<file path="config.mk">
export PLATFORM = sky130hd
export DESIGN_NAME = multdiv_iter
export DESIGN_NICKNAME = d
export VERILOG_FILES = /design/src/rtl/multdiv_iter.sv
export SDC_FILE = /design/constraint.sdc
export NUM_CORES = 1
export LEC_CHECK = 0
export BUFFER_PORTS_ARGS = -buffer_cell sky130_fd_sc_hd__buf_2
export CAP_MARGIN = 5
export CORE_AREA = 2 2 225 227
export DETAILED_ROUTE_END_ITERATION = 7
export DIE_AREA = 0 0 227 229
export GPL_ROUTABILITY_DRIVEN = 0
export GPL_TIMING_DRIVEN = 0
export PLACE_DENSITY = 0.75
export SETUP_SLACK_MARGIN = 0.2
export SYNTH_ARGS = -nofsm -noshare
export SYNTH_HDL_FRONTEND = slang
export SYNTH_SLANG_ARGS = --single-unit
</file>
<file path="constraint.sdc">
create_clock -name clk -period 9.24 [get_ports clk]
set_input_delay 2.772 -clock clk [delete_from_list [all_inputs] [get_ports clk]]
set_output_delay 2.772 -clock clk [all_outputs]
set_load 0.02 [all_outputs]
</file>
<file path="src/rtl/multdiv_iter.sv">
// Iterative multiply/divide unit owning the HI/LO registers.
// Shift-add multiply and restoring divide, one bit per cycle, followed by a sign/accumulate fix-up.
module multdiv_iter #(
  parameter int unsigned WIDTH = 32
) (
  input  logic             clk,
  input  logic             reset,
  input  logic             start,
  input  logic [2:0]       op,
  input  logic [WIDTH-1:0] a,
  input  logic [WIDTH-1:0] b,
  input  logic             hi_we,
  input  logic             lo_we,
  input  logic             flush,
  output logic             busy,
  output logic             done,
  output logic             div_zero,
  output logic [WIDTH-1:0] hi,
  output logic [WIDTH-1:0] lo
);

  localparam int unsigned CntW = $clog2(WIDTH);
  localparam logic [CntW-1:0] CntLast = CntW'(WIDTH - 1);

  typedef enum logic [1:0] {StIdle, StCalc, StFix} state_e;

  state_e            state_q;
  logic [2:0]        op_q;
  logic [CntW-1:0]   cnt_q;
  logic [WIDTH-1:0]  opnd_q;     // multiplicand or divisor magnitude
  logic [WIDTH-1:0]  work_hi_q;  // product high half / partial remainder
  logic [WIDTH-1:0]  work_lo_q;  // multiplier / dividend shifting into quotient
  logic [WIDTH-1:0]  base_hi_q;
  logic [WIDTH-1:0]  base_lo_q;
  logic              neg_res_q;
  logic              neg_rem_q;

  // Launch-side operand decode
  logic             in_div;
  logic             a_neg;
  logic             b_neg;
  logic [WIDTH-1:0] a_mag;
  logic [WIDTH-1:0] b_mag;

  always_comb begin
    in_div = (op[2:1] == 2'b01);
    a_neg  = ~op[0] & a[WIDTH-1];
    b_neg  = ~op[0] & b[WIDTH-1];
    a_mag  = a_neg ? -a : a;
    b_mag  = b_neg ? -b : b;
  end

  // One iteration of shift-add or restoring division
  logic             q_div;
  logic [WIDTH:0]   mul_sum;
  logic [WIDTH+1:0] div_trial;
  logic             div_ok;
  logic [WIDTH-1:0] next_hi;
  logic [WIDTH-1:0] next_lo;

  always_comb begin
    q_div     = (op_q[2:1] == 2'b01);
    mul_sum   = {1'b0, work_hi_q} + (work_lo_q[0] ? {1'b0, opnd_q} : '0);
    div_trial = {1'b0, work_hi_q, work_lo_q[WIDTH-1]} - {2'b00, opnd_q};
    div_ok    = ~div_trial[WIDTH+1];
    if (q_div) begin
      next_hi = div_ok ? div_trial[WIDTH-1:0] : {work_hi_q[WIDTH-2:0], work_lo_q[WIDTH-1]};
      next_lo = {work_lo_q[WIDTH-2:0], div_ok};
    end else begin
      next_hi = mul_sum[WIDTH:1];
      next_lo = {mul_sum[0], work_lo_q[WIDTH-1:1]};
    end
  end

  // Sign correction and accumulate, consumed at commit
  logic [2*WIDTH-1:0] prod;
  logic [2*WIDTH-1:0] sprod;
  logic [2*WIDTH-1:0] base;
  logic [2*WIDTH-1:0] mac;
  logic [WIDTH-1:0]   res_hi;
  logic [WIDTH-1:0]   res_lo;

  always_comb begin
    prod  = {work_hi_q, work_lo_q};
    sprod = neg_res_q ? -prod : prod;
    base  = {base_hi_q, base_lo_q};
    if (!op_q[2]) begin
      mac = sprod;
    end else if (op_q[1]) begin
      mac = base - sprod;
    end else begin
      mac = base + sprod;
    end
    if (q_div) begin
      res_hi = neg_rem_q ? -work_hi_q : work_hi_q;
      res_lo = neg_res_q ? -work_lo_q : work_lo_q;
    end else begin
      res_hi = mac[2*WIDTH-1:WIDTH];
      res_lo = mac[WIDTH-1:0];
    end
  end

  always_ff @(posedge clk or negedge reset) begin
    if (!reset) begin
      state_q   <= StIdle;
      op_q      <= '0;
      cnt_q     <= '0;
      opnd_q    <= '0;
      work_hi_q <= '0;
      work_lo_q <= '0;
      base_hi_q <= '0;
      base_lo_q <= '0;
      neg_res_q <= 1'b0;
      neg_rem_q <= 1'b0;
      busy      <= 1'b0;
      done      <= 1'b0;
      div_zero  <= 1'b0;
      hi        <= '0;
      lo        <= '0;
    end else begin
      done     <= 1'b0;
      div_zero <= 1'b0;
      // Register writes; a commit on the same edge overrides below
      if (hi_we) hi <= a;
      if (lo_we) lo <= a;
      if (flush) begin
        state_q <= StIdle;
        busy    <= 1'b0;
        cnt_q   <= '0;
      end else begin
        unique case (state_q)
          StIdle: begin
            if (start) begin
              if (in_div && (b == '0)) begin
                div_zero <= 1'b1;
              end else begin
                state_q   <= StCalc;
                busy      <= 1'b1;
                cnt_q     <= '0;
                op_q      <= op;
                neg_res_q <= a_neg ^ b_neg;
                neg_rem_q <= a_neg;
                base_hi_q <= hi;
                base_lo_q <= lo;
                work_hi_q <= '0;
                opnd_q    <= in_div ? b_mag : a_mag;
                work_lo_q <= in_div ? a_mag : b_mag;
              end
            end
          end
          StCalc: begin
            work_hi_q <= next_hi;
            work_lo_q <= next_lo;
            cnt_q     <= cnt_q + CntW'(1);
            if (cnt_q == CntLast) begin
              state_q <= StFix;
              cnt_q   <= '0;
            end
          end
          StFix: begin
            hi      <= res_hi;
            lo      <= res_lo;
            done    <= 1'b1;
            busy    <= 1'b0;
            state_q <= StIdle;
          end
          default: state_q <= StIdle;
        endcase
      end
    end
  end

endmodule

</file>
-- Yosys cells after proc, flatten, opt, wreduce, memory -nomap -nowiden
Cells that the tools add are included.
- add/subtract/negate cells: 10
- multiply operators: 0
- div/mod/pow operators: 0
- $lt $le $gt $ge: 0
- equal/unequal tests: 10
- shifts and indexed selects: 0
- muxes and demuxes: 47
- bitwise gates (word level): 7
- reductions and logical operators: 11
- operator list (kind ; number):
    $mux W32 ; 22
    $mux W64 ; 3
    $neg A32 Y32 ; 4
    $pmux W32 S2 ; 2
    $add A64 B64 Y64 ; 1
    $neg A64 Y64 ; 1
    $sub A64 B64 Y64 ; 1
    $sub A33 B32 Y34 ; 1
    $add A32 B32 Y33 ; 1
    $logic_not A32 Y1 ; 1
    $mux W5 ; 4
    $pmux W5 S2 ; 1
    $mux W1 ; 9
    $ne A3 B3 Y1 const B ; 3
    $reduce_and A3 Y1 ; 3
    $mux W2 ; 4
    $reduce_and A4 Y1 ; 2
    $eq A2 B1 Y1 const B ; 3
    $reduce_bool A3 Y1 ; 2
    $add A5 B1 Y5 const B ; 1
    $eq A5 B5 Y1 const B ; 1
    $ne A2 B2 Y1 const B ; 2
    $not A1 Y1 ; 4
    $pmux W2 S2 ; 1
    other kinds (7) ; 8
- flip-flop bits (word level): 239
- bits in latches: 0
- RAM bits: 0
- bits in read-only memories: 0
- memories: 0

-- Logic depth before layout (Yosys ltp)
Gate-level depths: netlist (run 1).
- word-level depth: 8
- gate-level depth with buffers: 30
- depth with buffers taken out: 26

-- Worst setup path after synthesis (run 1)
OpenSTA, ideal clock, no wires.
- path kind: register to register
- from: reg work_lo_q[0]
- to: reg hi[28]
- library setup time: 137 ps
- arrival time: 5632 ps
- required time: 9103 ps
- path slack: 3471 ps
- cell stages (with the launch flop): 28
- path buffers: 2
- clock period less this slack: 5769 ps
- cells stage by stage: dfrtp_1 inv_1 buf_1 ha_1 nor2b_1 nand3_1 o41ai_1 xor2_1 o311ai_1 nor3_1 nand2_1 nor3_1 a21oi_1 xor2_1 ha_1 clkbuf_1 a21o_1 a21oi_1 o21bai_1 a221o_1 a21o_1 a311oi_1 o21ai_0 a31oi_1 nor2_1 mux2i_1 a21oi_1 a21oi_1
- word-level cells in the longest chain between the ends: 8
- elaborated cells between the ends (all ways): 9
- classes of those cells: 3 x add/sub; 6 x mux
- ends and longest elaborated chain (item ; line ; text):
    start, declared ; 32 ; logic [WIDTH-1:0] work_lo_q;
    start signal, assigned ; 147 ; work_lo_q <= in_div ? a_mag : b_mag;
    start signal, assigned ; 153 ; work_lo_q <= next_lo;
    $neg A64 Y64 ; 85 ; sprod = neg_res_q ? -prod : prod;
    $mux W64 (*) ; 85 ;
    $add A64 B64 Y64 or $sub A64 B64 Y64 (tied branches) ; 92, 90 ;
    $mux W64 ; 89 ; end else if (op_q[1]) begin
    $mux W64 (*) ; 87 ; if (!op_q[2]) begin
    $mux W32 (*) ; 94 ; if (q_div) begin
    $mux W32 (*) ; 131 ; unique case (state_q)
    $mux W32 (*) ; 126 ; if (flush) begin
    end signal, assigned ; 161 ; hi <= res_hi;
    end, declared ; 18 ; output logic [WIDTH-1:0] hi,
Every way passes the cells marked *; elsewhere a longest branch is shown, timed or not.
A chain may end at the register's enable or synchronous reset.

-- Worst setup path after layout (run 1)
- from: reg work_lo_q[0]
- to: reg hi[26]
Same word-level chain as after synthesis.

==> results of run 1 <==
flip-flops by register name, indices dropped and copies added (netlist names):
signal     flops
base_hi_q     32
base_lo_q     32
busy           1
cnt_q          5
div_zero       1
done           1
hi            32
lo            32
neg_rem_q      1
neg_res_q      1
op_q           2
opnd_q        32
state_q        2
work_hi_q     32
work_lo_q     32
layout by cell type (no fill, tap or decap), types with 53 or more instances in the layout:
cell / synthesis / routed
a21oi_1: 321 / 321
xnor2_1: 156 / 156
inv_1: 86 / 86
nand2_1: 303 / 303
nor2_1: 283 / 283
mux2i_1: 84 / 84
o211ai_1: 53 / 53
buf_2: 13 / 146
ha_1: 134 / 134
mux2_2: 69 / 69
xor2_1: 167 / 167
a21o_1: 82 / 82
nor3_1: 69 / 69
clkbuf_1: 181 / 184
o21ai_0: 221 / 221
a211oi_1: 53 / 53
dfrtp_1: 238 / 238
metrics by stage:
step                hold slack, ns  total power [mW]  area (um2)
floorplan                   0.4498             5.511       24100
global placement            0.4674             6.774       25600
detailed placement          0.4818             6.845       25670
CTS                         0.4973             8.149       26710
global route                0.5142             8.892       26710
finish                      0.4954             8.359       26720
routing by layer:
| metal | share of wire, % | vias up |
|---|---|---|
| li1 | - | 11520 |
| met3 | 13 | 374 |
| met4 | 6.7 | 0 |
| met5 | 0 | - |
| met2 | 40 | 1716 |
| met1 | 40 | 11810 |
cell usage after synthesis (82+ instances only):
library cell	n	area, um2
o21ai_0	221	1106
xnor2_1	156	1366
nand2_1	303	1137
a21oi_1	321	1607
a21o_1	82	615.6
mux2i_1	84	840.8
clkbuf_1	181	679.4
nor2_1	283	1062
inv_1	86	322.8
xor2_1	167	1463
dfrtp_1	238	5956
ha_1	134	1677
where the power goes:
group          switching [mW]  internal, mW  total (mW)
combinational            3.47          2.11        5.58
clock                   0.518         0.762        1.28
sequential              0.242          1.26        1.50
total                    4.24          4.12        8.36
worst max-delay path by stage:
stage,start,end,slack (ns),cells past startpoint
after CTS,work_lo_q[0],hi[26],1.65,23
after global routing,work_lo_q[0],hi[26],1.04,25
after global placement,reset,base_hi_q[17],0.92,1
final,work_lo_q[0],hi[26],1.29,23
after detailed placement,work_lo_q[0],hi[26],1.71,23
after floorplan,work_lo_q[0],hi[28],3.47,27
cells by family (layout without fill, tap and decap cells):
group / Yosys count / in the layout / synth area share [%]
adder cells (fa/ha/maj): 137 / 137 / 7.207
XOR/XNOR: 324 / 324 / 11.81
buffers and inverters: 298 / 486 / 4.803
AND/OR/NAND/NOR: 955 / 955 / 18.99
multiplexers: 154 / 154 / 6.761
flip-flops: 238 / 238 / 24.72
AO/OA/AOI/OAI: 987 / 987 / 25.71
other: 0 / 3 / 0
worst max-delay path, cell delays in order (launching register included):
cell and delay (ns):
dfrtp_1 0.52, inv_1 0.25, buf_1 0.69, ha_1 0.37
nor2b_1 0.21, nand3_1 0.29, o311ai_0 0.51, o2111ai_1 0.20
nor4b_1 0.55, nand4_1 0.36, nor3_1 0.48, a31oi_1 0.18
xnor2_1 0.41, ha_1 0.31, clkbuf_1 0.20, a21o_1 0.21
a221o_1 0.36, a21o_1 0.22, a311oi_1 0.26, o21ai_0 0.28
a31oi_1 0.44, xnor2_1 0.12, a211oi_1 0.31, a21oi_1 0.08
area by class of cell:
type / instances / area [um2]
multi-input cells: 2557 / 16980
clock buffers: 38 / 819.5
plain buffers: 211 / 830.8
repair buffers: 136 / 735.7
inverters: 87 / 326.6
well taps: 672 / 840.8
diodes: 3 / 7.507
flip-flops and latches: 238 / 5956
fillers: 4744 / 22940
clock inverters: 14 / 215.2
==> results.cfg, run 1 <==
[global_route]
grt_use_met2_pct = 49.86
grtUsageMet1_pct = 46.65
grt_pass1_wl_mm = 138.7
antenna_found_initial = 1
grt_start_max_net_pins = 101
grt_busiest_layer = met2
met3_usage_pct = 9.147
grt.total_usage_pct = 34.58
grt_pass1_vias = 23330
gr-total-overflow = 0

[clock_network]
htreeDepth = 1
clk_latency_ns = 0.61
cts_tree = built
clock-sinks = 238
cts_root_buf = clkbuf_16
cts_buffer_depth = 3
ctsHoldBuffers = 0
cts_setup_buffers = 0
ctsResizeCount = 0
clk_pin_slew_worst_paths_ns = 0.06
numCtsBuffers = 29

[sta]
worst_pin_slew_ns = 1.230
finalSetupViolCount = 0
skew_ns = 0.02344
setup_slack_ns = 1.293
timing.fmax_ghz = 0.1258
period_share_pct = 86.01
rsz0062_at_grt = no
fin_setup_tns_ns = 0
slew_headroom_pct = 17.79
maxSlewViolCount = 0
hold_viol_final = 0
period_needed_ns = 7.947

[logic_synthesis]
syn_area_um2 = 24100
async_flop_share_pct = 100.0
synth_flop_cell = dfrtp_1
ys_ff_latch = 238
synth_cell_type_count = 93
syn_area_per_cell_um2 = 7.791
synth_warnings = 0
seq_area_frac_synth_pct = 24.72
synth-edff-count = 0
syn-instance-count = 3093
synth_nets = 3303

[detailed_routing]
antenna_left = 0
via_per_inst = 6.425
wl_per_cell_um = 23.24
drtIter0Drc = 3103
dr.pass1.iters = 8
vias = 25420
drc = 0
wl_mm = 91.94

[place]
dp_slack_ns = 1.708
port_buffers = 133
dp_cells = 3901
hpwl_mm = 71.59

[critical_path]
worst_setup_path_end_kind = register
worstReg2RegEnd = hi[26]
r2r-start = work_lo_q[0]
r2r_cells = 23
cp.required_ns = 9.68
worstPathArrival_ns = 8.39
start_kind = register
crit_type = reg -> reg
critPathMaxFanout = 11
rrSetupSlack_ns = 1.29

[die]
core_area_um2 = 49660
pin_count = 140
rows = 82
die_w_um = 227
die_h_um = 229
fp.dieArea_um2 = 51980
initial_utilization_pct = 48.53

[power]
irDropWorstVdd_mv = 0.2049
p_leak_nw = 11.58
power_density_nw_per_um2 = 312.9

[hold_path]
min-delay-start = opnd_q[17]
holdPathEnd = opnd_q[17]
hold_path_class = reg -> reg
min_path_cells = 2

[cells_and_area]
fin_util_pct = 53.80
finalNetCount = 3470
instances_no_fill = 3956
syn_to_final_growth_pct = 10.87
drive_above_1_share_pct = 9.509

[flow_run]
maxCapViolations = 0

[outcome]
outcome = finished, final reports clean
Power figures use the tool's default switching activity.
==> run 2: changes to the inputs <==
PLACE_DENSITY = 0.66   (was 0.75)
clock period = 10.3 ns   (was 9.24 ns; I/O delays follow)
==> results.cfg, run 2 (synthesis gave the netlist of run 1 again) <==
[detailed_routing]
antenna_left = 0
wl_mm = 95.50
wl_per_cell_um = 24.15
via_per_inst = 6.473
drtIter0Drc = 3607
drc = 14
dr.pass1.iters = 8
vias = 25600

[critical_path]
start_kind = register
crit_path_start = work_lo_q[0]
r2r-start = work_lo_q[0]
cp.required_ns = 10.74
rrSetupSlack_ns = 2.25
worstReg2RegEnd = hi[26]
r2r_cells = 23
worstPathArrival_ns = 8.50
critPathMaxFanout = 11
crit_type = reg -> reg
worst_setup_path_end_kind = register

[global_route]
gr-total-overflow = 0
antenna_found_initial = 2
grt_pass1_vias = 23830
grt_start_max_net_pins = 108
grt.total_usage_pct = 35.87
grt_pass1_wl_mm = 143.0

[die]
initial_utilization_pct = 48.53
rows = 82
fp.dieArea_um2 = 51980
die_h_um = 229
core_area_um2 = 49660
pin_count = 140
die_w_um = 227

[clock_network]
htreeDepth = 1
clk_latency_ns = 0.59
ctsResizeCount = 0
cts_buffer_depth = 3
numCtsBuffers = 29
clk_pin_slew_worst_paths_ns = 0.06
cts_setup_buffers = 0
ctsHoldBuffers = 0
cts_root_buf = clkbuf_16
clock-sinks = 238
cts_tree = built

[sta]
timing.fmax_ghz = 0.1242
finalSetupViolCount = 0
period_share_pct = 78.17
worst_pin_slew_ns = 1.107
skew_ns = 0.01443
fin_setup_tns_ns = 0
slew_headroom_pct = 25.93
hold_viol_final = 0
period_needed_ns = 8.052
hold_slack_ns = 0.4859
maxSlewViolCount = 0
rsz0062_at_grt = no

[cells_and_area]
regArea_um2 = 5956
final_common_cell = a21oi_1
fin_util_pct = 53.66
nFillCells = 4788
final_cell_mix = 321 x a21oi_1, 303 x nand2_1, 283 x nor2_1
finalNetCount = 3470
syn_to_final_growth_pct = 10.57
drive_above_1_share_pct = 9.540
multiInputGateArea_um2 = 16980

[power]
seq_power_share_pct = 18.0
combPwrFrac_pct = 67.7
clockPowerShare_pct = 14.3
irDropWorstVdd_mv = 0.1410
intPower_mw = 3.632
p_sw_mw = 3.852
sw_frac_of_total_pct = 51.47
p_leak_nw = 11.55
power_density_nw_per_um2 = 280.9

[hold_path]
min_path_cells = 2
min-delay-start = opnd_q[17]
holdPathEnd = opnd_q[17]
hold_path_class = reg -> reg

[outcome]
violations = design-rule violations
outcome = finished with violations

[flow_run]
maxCapViolations = 0

[place]
port_buffers = 133
hpwl_mm = 75.64
run 2: cell count changes in the layout (fill, tap and decap cells not counted), sizes merged:
cell,before,now
clkbuf,219,216
inv,89,87
clkinv,5,12
clkinvlp,2,3
bufinv,5,3
buf,166,165
diode,3,1
run 2: power by group through the flow:
stage | logic (mW) | clock network, mW | registers, mW
final | 5.07 | 1.07 | 1.34
after detailed placement | 4.86 | 0 | 1.35
after global routing | 5.46 | 1.11 | 1.36
after CTS | 4.89 | 1.08 | 1.33
after floorplan | 3.65 | 0 | 1.29
after global placement | 4.75 | 0 | 1.34
run 2: final cells by class:
cell class              count  share of cell area, %
diodes                      1               0.009392
plain buffers             211                  3.118
clock buffers              34                  2.907
clock inverters            18                 0.7185
inverters                  87                  1.226
multi-input cells        2557                  63.74
flip-flops and latches    238                  22.35
well taps                 672                  3.156
repair buffers            136                  2.771
run 2: per-layer routing:
| layer | wire length, um | vias to the layer above | global-route usage [%] |
|---|---|---|---|
| li1 | - | 11490 | - |
| met1 | 38000 | 12060 | 48.60 |
| met2 | 40050 | 1696 | 53.34 |
| met3 | 11220 | 345 | 7.505 |
| met4 | 6206 | 2 | 19.26 |
| met5 | 13 | - | 0 |
run 2: worst max path at each step:
stage	depth (start not counted)	slack, ns	endpoint
floorplan	27	4.53	hi[28]
global placement	1	1.65	base_hi_q[23]
detailed placement	25	2.58	hi[26]
CTS	25	2.54	hi[26]
global route	26	1.83	hi[28]
finish	23	2.25	hi[26]
run 2: critical path: stages (launching register included):
cell	delay, ns
dfrtp_1	0.51
inv_1	0.27
buf_1	0.67
ha_1	0.37
nor2b_1	0.24
nand3_1	0.30
o311ai_0	0.51
o2111ai_1	0.21
nor4b_1	0.61
nand4_1	0.36
nor3_1	0.47
a31oi_1	0.18
xnor2_1	0.39
ha_1	0.31
clkbuf_1	0.19
a21o_1	0.20
a221o_1	0.34
a21o_1	0.22
a311oi_1	0.28
o21ai_0	0.28
a31oi_1	0.44
xnor2_1	0.12
a211oi_1	0.35
a21oi_1	0.07
run 2: metrics by stage:
| stage | worst slack (ns) | area (um2) | power, mW | cells |
|---|---|---|---|---|
| after floorplan | 4.531 | 24100 | 4.944 | 3093 |
| after global placement | 1.647 | 25600 | 6.095 | 3898 |
| after detailed placement | 2.582 | 25670 | 6.207 | 3900 |
| after CTS | 2.536 | 26630 | 7.301 | 3952 |
| after global routing | 1.830 | 26640 | 7.936 | 3953 |
| final | 2.248 | 26640 | 7.483 | 3954 |
